--- src/rtl/fetch_stage.sv ---
// fetch_stage: instruction-fetch stage and IF/ID pipeline register of the
// 16-bit five-stage core.
//
// Holds the PC, presents it to a combinational-read instruction memory and
// registers each returned word together with its PC+1. The second word of a
// two-word (immediate) instruction is tagged with if_id_imm so decode treats
// it as data rather than an opcode.
//
// Per-edge priority: branch_taken > stall > (interrupt) > normal fetch.
//
// Optional feature: define FETCH_INT_EN to add a level-sensitive interrupt
// input that vectors the PC between instructions (never between the halves of
// a two-word instruction).
//
// Ports:
//   clk            in   rising-edge clock
//   reset          in   asynchronous active-low reset
//   stall          in   hold PC, IF/ID and the pending-immediate flag
//   branch_taken   in   redirect request (wins over stall)
//   branch_target  in   redirect address
//   imem_addr      out  instruction memory address (= PC)
//   imem_data      in   word at imem_addr, same cycle
//   if_id_instr    out  registered instruction word
//   if_id_pc_next  out  registered PC+1 of that word
//   if_id_imm      out  registered immediate-extension tag
//   if_id_valid    out  registered: IF/ID holds a real fetched word
//   int_req        in   (FETCH_INT_EN) interrupt request, level
//   int_vector     in   (FETCH_INT_EN) interrupt handler address
//   int_ack        out  (FETCH_INT_EN) one-cycle pulse when taken
//   int_ret_pc     out  (FETCH_INT_EN) PC of the first unfetched word
module fetch_stage #(
    parameter int              PC_W         = 16,
    parameter logic [PC_W-1:0] RESET_PC     = '0,
    parameter logic [15:0]     IMM_OPC_MASK = 16'h0000,
    parameter logic [15:0]     NOP_WORD     = 16'h0000
) (
    input  logic            clk,
    input  logic            reset,
    input  logic            stall,
    input  logic            branch_taken,
    input  logic [PC_W-1:0] branch_target,
    output logic [PC_W-1:0] imem_addr,
    input  logic [15:0]     imem_data,
    output logic [15:0]     if_id_instr,
    output logic [PC_W-1:0] if_id_pc_next,
    output logic            if_id_imm,
    output logic            if_id_valid
`ifdef FETCH_INT_EN
    ,
    input  logic            int_req,
    input  logic [PC_W-1:0] int_vector,
    output logic            int_ack,
    output logic [PC_W-1:0] int_ret_pc
`endif
);

    typedef struct packed {
        logic [15:0]     instr;
        logic [PC_W-1:0] pcNext;
        logic            imm;
        logic            valid;
    } ifIdT;

    localparam logic [PC_W-1:0] PC_ONE  = {{(PC_W-1){1'b0}}, 1'b1};
    localparam ifIdT            IFID_NOP = '{instr: NOP_WORD, pcNext: '0,
                                            imm: 1'b0, valid: 1'b0};

    logic [PC_W-1:0] pc, pcD, pcPlus1;
    ifIdT            ifId, ifIdD;
    logic            immPending, immPendingD;
    logic            opcHasImm;

`ifdef FETCH_INT_EN
    logic            intAck, intAckD;
    logic [PC_W-1:0] intRetPc, intRetPcD;
`endif

    assign pcPlus1   = pc + PC_ONE;
    assign opcHasImm = IMM_OPC_MASK[imem_data[15:12]];

    always_comb begin
        pcD         = pc;
        ifIdD       = ifId;
        immPendingD = immPending;
`ifdef FETCH_INT_EN
        intAckD     = 1'b0;
        intRetPcD   = intRetPc;
`endif
        if (branch_taken) begin
            // Word at the current PC is discarded; any half-fetched pair is
            // abandoned so the target word decodes as an opcode.
            pcD         = branch_target;
            ifIdD       = IFID_NOP;
            immPendingD = 1'b0;
        end else if (stall) begin
            // hold everything
        end
`ifdef FETCH_INT_EN
        // !intAck keeps a held request from firing on back-to-back edges;
        // !immPending keeps the interrupt off the extension word.
        else if (int_req && !immPending && !intAck) begin
            pcD       = int_vector;
            intRetPcD = pc;
            ifIdD     = IFID_NOP;
            intAckD   = 1'b1;
        end
`endif
        else begin
            pcD          = pcPlus1;
            ifIdD.instr  = imem_data;
            ifIdD.pcNext = pcPlus1;
            ifIdD.valid  = 1'b1;
            ifIdD.imm    = immPending;
            // An extension word never arms a new pair, whatever its nibble.
            immPendingD  = !immPending && opcHasImm;
        end
    end

    always_ff @(posedge clk or negedge reset) begin
        if (!reset) begin
            pc         <= RESET_PC;
            ifId       <= IFID_NOP;
            immPending <= 1'b0;
        end else begin
            pc         <= pcD;
            ifId       <= ifIdD;
            immPending <= immPendingD;
        end
    end

`ifdef FETCH_INT_EN
    always_ff @(posedge clk or negedge reset) begin
        if (!reset) begin
            intAck   <= 1'b0;
            intRetPc <= '0;
        end else begin
            intAck   <= intAckD;
            intRetPc <= intRetPcD;
        end
    end

    assign int_ack    = intAck;
    assign int_ret_pc = intRetPc;
`endif

    assign imem_addr     = pc;
    assign if_id_instr   = ifId.instr;
    assign if_id_pc_next = ifId.pcNext;
    assign if_id_imm     = ifId.imm;
    assign if_id_valid   = ifId.valid;

endmodule
--- config.mk ---
export PLATFORM = sky130hd
export DESIGN_NAME = fetch_stage
export DESIGN_NICKNAME = d
export VERILOG_FILES = /design/src/rtl/fetch_stage.sv
export SDC_FILE = /design/constraint.sdc
export NUM_CORES = 1
export LEC_CHECK = 0
export ABC_CLOCK_PERIOD_IN_PS = 2100
export BUFFER_PORTS_ARGS = -buffer_cell sky130_fd_sc_hd__buf_4
export CAP_MARGIN = 10
export CORE_MARGIN = 10
export CORE_UTILIZATION = 25
export CTS_CLUSTER_SIZE = 10
export DETAILED_ROUTE_END_ITERATION = 6
export PLACE_DENSITY_LB_ADDON = 0.2
export SLEW_MARGIN = 40
export SYNTH_ARGS = -nofsm -noshare
export SYNTH_HDL_FRONTEND = slang
export SYNTH_SLANG_ARGS = --single-unit
--- constraint.sdc ---
create_clock -name clk -period 2.1 [get_ports clk]
set_clock_uncertainty 0.1 [all_clocks]
set_input_delay 0.21 -clock clk [delete_from_list [all_inputs] [get_ports clk]]
set_output_delay 0.21 -clock clk [all_outputs]
set_load 0.02 [all_outputs]
==> flow_metrics.py, run 1 <==
metrics = {
    "floorplan": {
        "ios": 86,
        "start_util_pct": 25.7,
        "die-area_sq_um": 14400,
        "die_y_microns": 120,
        "fp.coreArea_sq_um": 9770,
        "rows": 36,
        "die_width_microns": 120,
    },
    "global_route": {
        "grt_overflow_total": 0,
        "antenna_found_initial": 0,
        "grt_max_degree": 50,
        "grt_pass1_vias": 2123,
        "gr-usage-all-layers_pct": 9.53,
        "grt_first_pass_wirelength_microns": 11300,
    },
    "synthesis": {
        "synth.most_common_cell": "dfrtp_1",
        "synth_area_leaders": "dfrtp_1, mux2i_1, xnor2_1",
        "async_reset_ff_share_pct": 100,
        "synthFlopType": "dfrtp_1",
        "ys_seq_area_share_pct": 48.9,
        "yosys.area.top_type_share_pct": 48.9,
        "synth-edff-count": 0,
        "netlist_area_sq_um": 2510,
        "syn_inst": 256,
        "syn_area_per_cell_sq_um": 9.79,
        "yosysWarnings": 0,
        "ys_ff_latch": 49,
        "synth_nets": 293,
        "ys_types": 34,
        "ys_top_cells_by_count": "dfrtp_1, nor2_1, nand2_1",
        "synth_top_cell_by_area": "dfrtp_1",
    },
    "worst_setup_path": {
        "path_max_fanout": 13,
        "cp_slowest_cell": "dfrtp_1",
        "crit_path_start_kind": "flip-flop",
        "cp.required_ns": 2.24,
        "reg2regPathDepth": 5,
        "end_kind": "flip-flop",
        "critical_path.max_stage_delay_ns": 0.47,
        "cp_cell_sequence": "ha_1, nand3_2, or3_1, a21o_1, a21oi_1",
        "worstPathArrival_ns": 2.03,
        "path_class": "reg -> reg",
    },
    "clock_tree": {
        "cts-root-buf": "clkbuf_8",
        "ctsResizeCount": 0,
        "clock_latency_ns": 0.30,
        "cts_tree": "built",
        "clockBufferDepth": 2,
        "postCtsSetupRepairBufs": 0,
        "cts_hold_buf": 7,
        "numCtsBuffers": 5,
        "clk_pin_slew_worst_paths_ns": 0.10,
        "cts_max_level": 2,
        "clock-sinks": 49,
    },
    "detailed_routing": {
        "wl_per_cell_microns": 14.7,
        "ant_nets": 0,
        "via_per_inst": 4.25,
        "drc": 0,
        "drt_first_pass_iters": 4,
        "num_vias": 2009,
        "wl_microns": 6930,
        "drt_iter0_drc": 51,
    },
    "timing": {
        "max_freq_mhz": 529,
        "drv_slew": 0,
        "hold_viol": 0,
        "tns_ns": 0,
        "setup_viol": 0,
        "min_period_ns": 1.89,
        "worst_slew_pin_slew_ns": 0.647,
        "rsz0062_at_grt": "no",
        "maxSlewHeadroom_pct": 56.8,
        "min_period_over_period_pct": 90.1,
        "setup_slack_ns": 0.208,
    },
    "pwr": {
        "pwr-share-comb_pct": 23.0,
        "power_frac_clock_pct": 27.9,
        "pwr-share-seq_pct": 49.1,
        "p_int_mw": 1.55,
        "p_per_area_nw_per_um2": 657,
        "ir_drop_mv": 0.261,
        "switchingPower_uw": 695,
        "leakage_nw": 1.62,
        "p_sw_share_pct": 30.9,
    },
    "placement": {
        "dpl.hpwl_microns": 5000,
        "place_congestion": 0.756,
        "port_buffers": 84,
        "post-place-ws_ns": 0.189,
        "postPlaceCellArea_sq_um": 3240,
    },
    "outcome": {
        "outcome": "complete, no violations",
    },
    "final_layout": {
        "diodes": 0,
        "area_growth_pct": 36.4,
        "final_nets": 376,
        "fin_area_sq_um": 3420,
        "drive_above_1_share_pct": 30.9,
    },
    "flow_run": {
        "max_cap_viol_count": 0,
    },
    "hold_path": {
        "holdPathStages": 3,
        "hold_path_class": "in -> reg",
    },
}
logic make-up (layout without fill, tap and decap cells):
family	after synthesis	after routing	synth area share, %
simple gates	82	82	17.6
other cells	1	1	0.150
buf+inv	33	117	5.79
fa+ha+maj	1	1	0.499
mux	18	18	7.19
xor+xnor	26	26	9.08
compound gates	46	46	10.8
flops	49	49	48.9
power groups by stage:
stage / registers (mW) / logic [mW] / clock network, mW
finish: 1.10 / 0.517 / 0.628
global route: 1.12 / 0.572 / 0.706
CTS: 1.10 / 0.530 / 0.674
detailed placement: 1.12 / 0.518 / 0
global placement: 1.12 / 0.514 / 0
floorplan: 1.18 / 0.214 / 0
stage by stage:
stage	util (%)	cells	hold WS, ns	power (mW)
floorplan	-	256	-0.186	1.40
global placement	33.1	457	0.194	1.64
detailed placement	33.1	457	0.196	1.64
CTS	34.9	472	0.000355	2.31
global route	35.0	473	0.0162	2.40
finish	35.0	473	0.0129	2.25
layout by cell type, fill, tap and decap left out, drive strengths merged:
master,n
xor2,9
inv,13
nor3,10
nand4b,1
dlygate4sd3,8
clkbuf,7
clkinv,1
nand3,5
o21a,9
buf,88
o21ai,17
ha,1
nand4,4
nand2b,1
mux2i,18
or3,2
nor4,7
a21o,2
conb,1
dfrtp,49
nor2,30
a311o,1
xnor2,17
a21oi,17
and2,1
nor2b,2
nand2,19
state kept, by name, summed over array words and instances, names as in the netlist:
| name | cells |
|---|---|
| if_id_instr | 16 |
| if_id_pc_next | 16 |
| imem_addr | 16 |
| if_id_valid | 1 |
layer usage:
layer,up-vias,GRT usage [%],part of all wire [%]
met5,-,0,0
met3,4,2.39,5.1
met2,45,15.5,47
li1,1021,-,-
met4,0,3.62,1.1
met1,939,11.9,46
worst max-delay path: cells and delay by family, from the launching register on:
kind	cells	cell delay, ns
DFF	1	0.47
adders and majority gates	1	0.25
AOI/OAI and AO/OA	2	0.32
and+or+nand+nor	2	0.69
final timing paths:
kind,from,endpoint,slack [ns]
worst max-delay path,imem_addr[0]$_DFFE_PN0P_,if_id_pc_next[6]$_DFFE_PN0P_,0.21
worst min-delay path,branch_target[9],imem_addr[9]$_DFFE_PN0P_,0.01
worst max register to register,imem_addr[0]$_DFFE_PN0P_,if_id_pc_next[6]$_DFFE_PN0P_,0.21
worst min register to register,if_id_valid$_DFFE_PN0P_,if_id_valid$_DFFE_PN0P_,0.43
max in group asynchronous,reset,if_id_instr[9]$_DFFE_PN0P_,1.08
min in group asynchronous,reset,imem_addr[4]$_DFFE_PN0P_,0.38
area by class of cell:
type,instances,area [sq um]
Fill cell,1062,6350
Sequential cell,49,1230
Multi-Input combinational cell,174,1140
Timing Repair Buffer,96,741
Tap cell,133,166
Clock buffer,7,96.3
Inverter,13,48.8
Clock inverter,1,5.00
Note: power is estimated with default switching activity, not from simulation.
==> run 2, diff against run 1 <==
ABC_AREA = 1   (was not set)
BUFFER_PORTS_ARGS = -buffer_cell sky130_fd_sc_hd__buf_2   (was -buffer_cell sky130_fd_sc_hd__buf_4)
SETUP_SLACK_MARGIN = 0.3   (was not set)
==> flow_metrics.py, run 2 <==
metrics = {
    "placement": {
        "port_buffers": 84,
        "dpl.hpwl_microns": 5340,
        "place_congestion": 0.762,
    },
    "synthesis": {
        "ys_ff_latch": 49,
        "synth_top_cell_by_area": "dfrtp_1",
        "synthFlopType": "dfrtp_1",
        "async_reset_ff_share_pct": 100,
        "synth_compound_area_share_pct": 11.7,
        "netlist_area_sq_um": 2270,
        "synth-edff-count": 0,
        "yosys.area.top_type_share_pct": 54.1,
        "yosys.area_share.simple_pct": 26.0,
        "synth_nets": 299,
        "synthAdderAreaFrac_pct": 0.552,
        "muxShareOfSynthArea_pct": 0,
        "syn_area_per_cell_sq_um": 8.65,
        "synth_top_family_by_area": "simple AND/OR/NAND/NOR gates",
        "ys_top_cells_by_count": "nand2_1, dfrtp_1, inv_1",
        "synth_area_leaders": "dfrtp_1, nand2_1, a22o_1",
        "ys_seq_area_share_pct": 54.1,
        "synth.most_common_cell": "nand2_1",
        "syn_inst": 262,
        "ys_types": 24,
        "yosysWarnings": 0,
        "synth_xor_xnor_area_share_pct": 0.387,
    },
    "floorplan": {
        "die_width_microns": 115,
        "die_y_microns": 115,
        "ios": 86,
        "start_util_pct": 25.9,
        "die-area_sq_um": 13300,
        "fp.coreArea_sq_um": 8760,
        "rows": 34,
    },
    "global_route": {
        "grt_overflow_total": 0,
        "grt_pass1_vias": 2152,
        "grt_first_pass_wirelength_microns": 11200,
        "grtUsageMet2_pct": 16.1,
        "top_usage_layer": "met2",
        "antenna_found_initial": 0,
        "grt_max_degree": 31,
        "gr-usage-all-layers_pct": 10.5,
        "use_met1_pct": 13.0,
        "met3_usage_pct": 4.64,
    },
    "final_layout": {
        "fillerInstances": 939,
        "final_nets": 385,
        "diodes": 0,
        "drive_above_1_share_pct": 30.5,
        "area_growth_pct": 28.0,
        "final_cell_mix": "nand2_1, buf_2, dfrtp_1, inv_1, nand3_1",
        "final_common_cell": "nand2_1",
    },
    "timing": {
        "maxSlewHeadroom_pct": 54.2,
        "min_period_ns": 1.61,
        "drv_slew": 0,
        "tns_ns": 0,
        "setup_viol": 0,
        "min_period_over_period_pct": 76.6,
        "rsz0062_at_grt": "no",
        "hold_viol": 0,
        "worst_slew_pin_slew_ns": 0.685,
        "max_freq_mhz": 622,
    },
    "worst_setup_path": {
        "critPathLaunch": "imem_addr[0]$_DFFE_PN0P_",
        "worstPathArrival_ns": 1.71,
        "path_class": "reg -> reg",
        "cp.required_ns": 2.20,
        "timing.rr.start": "imem_addr[0]$_DFFE_PN0P_",
        "path_max_fanout": 7,
        "reg2reg_slack_ns": 0.49,
        "end_kind": "flip-flop",
        "crit_path_start_kind": "flip-flop",
    },
    "detailed_routing": {
        "ant_nets": 0,
        "via_per_inst": 4.42,
        "drt_iter0_drc": 88,
        "wl_microns": 6820,
        "wl_per_cell_microns": 15.0,
        "drc": 0,
        "num_vias": 2016,
        "drt_first_pass_iters": 4,
    },
    "clock_tree": {
        "clk_pin_slew_worst_paths_ns": 0.09,
        "cts-root-buf": "clkbuf_8",
        "clock_latency_ns": 0.30,
        "clock-sinks": 49,
        "clockBufferDepth": 2,
        "cts_tree": "built",
        "postCtsSetupRepairBufs": 0,
        "numCtsBuffers": 5,
        "cts_max_level": 2,
    },
    "pwr": {
        "ir_drop_mv": 0.245,
        "leakage_nw": 1.61,
        "p_per_area_nw_per_um2": 747,
        "power_mw": 2.17,
    },
    "hold_path": {
        "hold_path_class": "in -> reg",
        "hp-start": "branch_target[13]",
    },
    "flow_run": {
        "max_cap_viol_count": 0,
    },
    "outcome": {
        "outcome": "complete, no violations",
    },
}
## run 2: kinds of logic (layout without fill, tap and decap cells)
| kind of cell | after synthesis | count (layout) |
|---|---|---|
| AO/OA/AOI/OAI | 36 | 36 |
| buffers and inverters | 36 | 122 |
| adder cells (fa/ha/maj) | 1 | 1 |
| flip-flops | 49 | 49 |
| other | 1 | 1 |
| XOR/XNOR | 1 | 1 |
| AND/OR/NAND/NOR | 138 | 138 |
## run 2: where the power goes
part           total, mW  leakage (nW)  switching [mW]  internal [mW]
combinational      0.416         0.918           0.273          0.143
sequential          1.08         0.635          0.0687           1.02
clock              0.667        0.0540           0.320          0.347
## run 2: repair_timing
item | in CTS | in global routing
endpoints found under the setup margin | 0 | 0
hold endpoints to repair | 17 | 0
hold buffers | 1 | 0
gates resized for setup | 0 | 0
## run 2: worst paths after layout
path | endpoint | cells past startpoint
hold / removal | imem_addr[13]$_DFFE_PN0P_ | 3
max in group asynchronous | imem_addr[1]$_DFFE_PN0P_ | 3
hold reg to reg | if_id_pc_next[10]$_DFFE_PN0P_ | 2
setup reg to reg | if_id_pc_next[10]$_DFFE_PN0P_ | 10
setup / recovery | if_id_pc_next[10]$_DFFE_PN0P_ | 10
min in group asynchronous | if_id_instr[13]$_DFFE_PN0P_ | 2
## run 2: layer usage
metal	share of wire (%)	routed length, microns	vias to the layer above
li1	-	-	1008
met1	46	3140	937
met2	44	2970	64
met3	9.4	639	7
met4	0.98	67	0
met5	0	0	-
## run 2: cell type report
cell class	count	area, sq um	share of cell area [%]
Clock buffer	5	68.8	2.37
Sequential cell	49	1230	42.3
Clock inverter	2	35.0	1.21
Multi-Input combinational cell	177	877	30.2
Tap cell	108	135	4.66
Timing Repair Buffer	89	460	15.9
Inverter	26	97.6	3.36
## run 2: per-stage QoR
step | worst slack (ns) | util (%) | instances | instance area (sq um) | hold WS (ns)
4_1_cts | 0.478 | 33.1 | 456 | 2900 | 0.00374
5_1_grt | 0.304 | 33.1 | 456 | 2900 | 0.0295
6_report | 0.492 | 33.1 | 456 | 2900 | 0.0158
3_5_place_dp | 0.278 | 31.8 | 448 | 2790 | 0.0659
2_1_floorplan | 0.550 | - | 262 | 2270 | -0.186
3_3_place_gp | 0.288 | 31.8 | 448 | 2790 | 0.0601
## run 2: worst max-delay path, stage by stage (launching register included)
cell and delay (ns):
dfrtp_1 0.47, ha_1 0.22, nand2_2 0.08, inv_1 0.09
nand2_2 0.08, nor2_4 0.16, nand2_1 0.07, nand2_1 0.06
nand2_1 0.05, nand2_1 0.07, nand2_1 0.06
==> run 3, diff against run 2 <==
ABC_AREA = 0   (was 1)
ABC_CLOCK_PERIOD_IN_PS = 1700   (was 2100)
clock period = 1.7 ns   (was 2.1 ns; I/O delays follow)
==> flow_metrics.py, run 3 (synthesis results as in run 1) <==
metrics = {
    "outcome": {
        "outcome": "complete, no violations",
    },
    "detailed_routing": {
        "num_vias": 2291,
        "wl_microns": 7630,
        "ant_nets": 0,
        "wl_per_cell_microns": 14.2,
        "drt_first_pass_iters": 4,
        "via_per_inst": 4.27,
        "drc": 0,
        "drt_iter0_drc": 88,
    },
    "worst_setup_path": {
        "path_max_fanout": 6,
        "cp_slowest_cell": "dfrtp_2",
        "crit_family": "flip-flops",
        "cp_num_buf_inv": 1,
        "end_kind": "flip-flop",
        "path_class": "reg -> reg",
        "cp_cell_sequence": "ha_4, nand3_4, buf_6, nor2_4, a21oi_2, a311o_1",
        "worstPathArrival_ns": 1.63,
        "cp.required_ns": 1.79,
        "critical_path.max_stage_delay_ns": 0.43,
        "crit_path_start_kind": "flip-flop",
    },
    "clock_tree": {
        "cts-root-buf": "clkbuf_8",
        "cts_max_level": 2,
        "cts_tree": "built",
        "clock-sinks": 49,
        "clk_pin_slew_worst_paths_ns": 0.09,
        "clockBufferDepth": 2,
        "clock_latency_ns": 0.31,
        "numCtsBuffers": 5,
    },
    "final_layout": {
        "postLayoutCoreUtil_pct": 41.7,
        "area_growth_pct": 62.4,
        "regArea_sq_um": 1240,
        "final_nets": 440,
        "diodes": 0,
        "fillerInstances": 974,
        "multiInputGateArea_sq_um": 1370,
        "final_common_cell": "buf_2",
        "drive_above_1_share_pct": 45.5,
        "final_cell_mix": "buf_2, buf_4, dfrtp_1, nor2_1, dlygate4sd3_1",
        "fin_area_sq_um": 4070,
    },
    "global_route": {
        "grt_pass1_vias": 2429,
        "grt_overflow_total": 0,
        "grt_max_degree": 55,
        "antenna_found_initial": 0,
        "grt_first_pass_wirelength_microns": 12600,
        "gr-usage-all-layers_pct": 10.5,
    },
    "placement": {
        "place_congestion": 0.734,
        "dpl.hpwl_microns": 4890,
        "postPlaceCellArea_sq_um": 3210,
        "port_buffers": 84,
    },
    "pwr": {
        "p_per_area_nw_per_um2": 748,
        "leakage_nw": 2.02,
        "ir_drop_mv": 0.302,
        "power_mw": 3.05,
    },
    "hold_path": {
        "hold_path_class": "in -> reg",
    },
    "floorplan": {
        "ios": 86,
        "die_width_microns": 120,
        "die-area_sq_um": 14400,
        "start_util_pct": 25.7,
        "die_y_microns": 120,
        "fp.coreArea_sq_um": 9770,
        "rows": 36,
    },
    "timing": {
        "setup_viol": 0,
        "min_period_over_period_pct": 90.2,
        "max_freq_mhz": 652,
        "hold_viol": 0,
        "rsz0062_at_grt": "yes",
        "min_period_ns": 1.53,
        "hold_slack_ns": 0.00694,
        "drv_slew": 0,
        "tns_ns": 0,
    },
    "flow_run": {
        "max_cap_viol_count": 0,
    },
}
==> run 3: report_power, final <==
part / internal, mW / leakage, nW / switching (mW)
combinational: 0.374 / 1.35 / 0.429
sequential: 1.26 / 0.616 / 0.0931
clock: 0.481 / 0.0585 / 0.410
==> run 3: path summary, 6_finish.rpt <==
path	endpoint	depth (start not counted)	startpoint	slack, ns
hold reg to reg	if_id_valid$_DFFE_PN0P_	2	if_id_valid$_DFFE_PN0P_	0.41
setup reg to reg	imem_addr[14]$_DFFE_PN0P_	6	imem_addr[0]$_DFFE_PN0P_	0.17
hold / removal	if_id_instr[12]$_DFFE_PN0P_	3	imem_data[12]	0.007
setup / recovery	imem_addr[14]$_DFFE_PN0P_	6	imem_addr[0]$_DFFE_PN0P_	0.17
min in group asynchronous	imem_addr[6]$_DFFE_PN0P_	3	reset	0.27
max in group asynchronous	imem_addr[1]$_DFFE_PN0P_	3	reset	0.97
==> run 3: final cells by class <==
class / instances / area share [%]
Multi-Input combinational cell: 175 / 33.6
Sequential cell: 49 / 30.5
Timing Repair Buffer: 159 / 27.8
Tap cell: 133 / 4.09
Clock buffer: 7 / 2.12
Inverter: 13 / 1.20
Clock inverter: 1 / 0.737
==> run 3: worst reg2reg max path, delay by kind of cell (launching register included) <==
family | cells | cell delay, ns
compound gates | 2 | 0.31
buf+inv | 1 | 0.16
flops | 1 | 0.43
simple gates | 2 | 0.23
fa+ha+maj | 1 | 0.18
==> run 3: metrics by stage <==
step,cells,setup WS (ns)
6_report,537,0.167
3_3_place_gp,461,0.0838
4_1_cts,525,0.136
3_5_place_dp,461,0.0385
2_1_floorplan,256,0.170
5_1_grt,537,0.0869
==> run 3: metal layers <==
metal	track usage (%)	share of wire, %
met1	13.8	46
met2	16.9	49
met3	2.53	4.5
met4	2.94	1.2
met5	0	0
==> run 3: repair_timing <==
item | CTS | global route
pin swaps | 17 | 15
buffers inserted | 29 | 12
hold buffers | 26 | 0
resized for setup | 17 | 14
gates cloned | 1 | 0
endpoints found under the setup margin | 24 | 27
endpoints found under the hold margin | 74 | 0
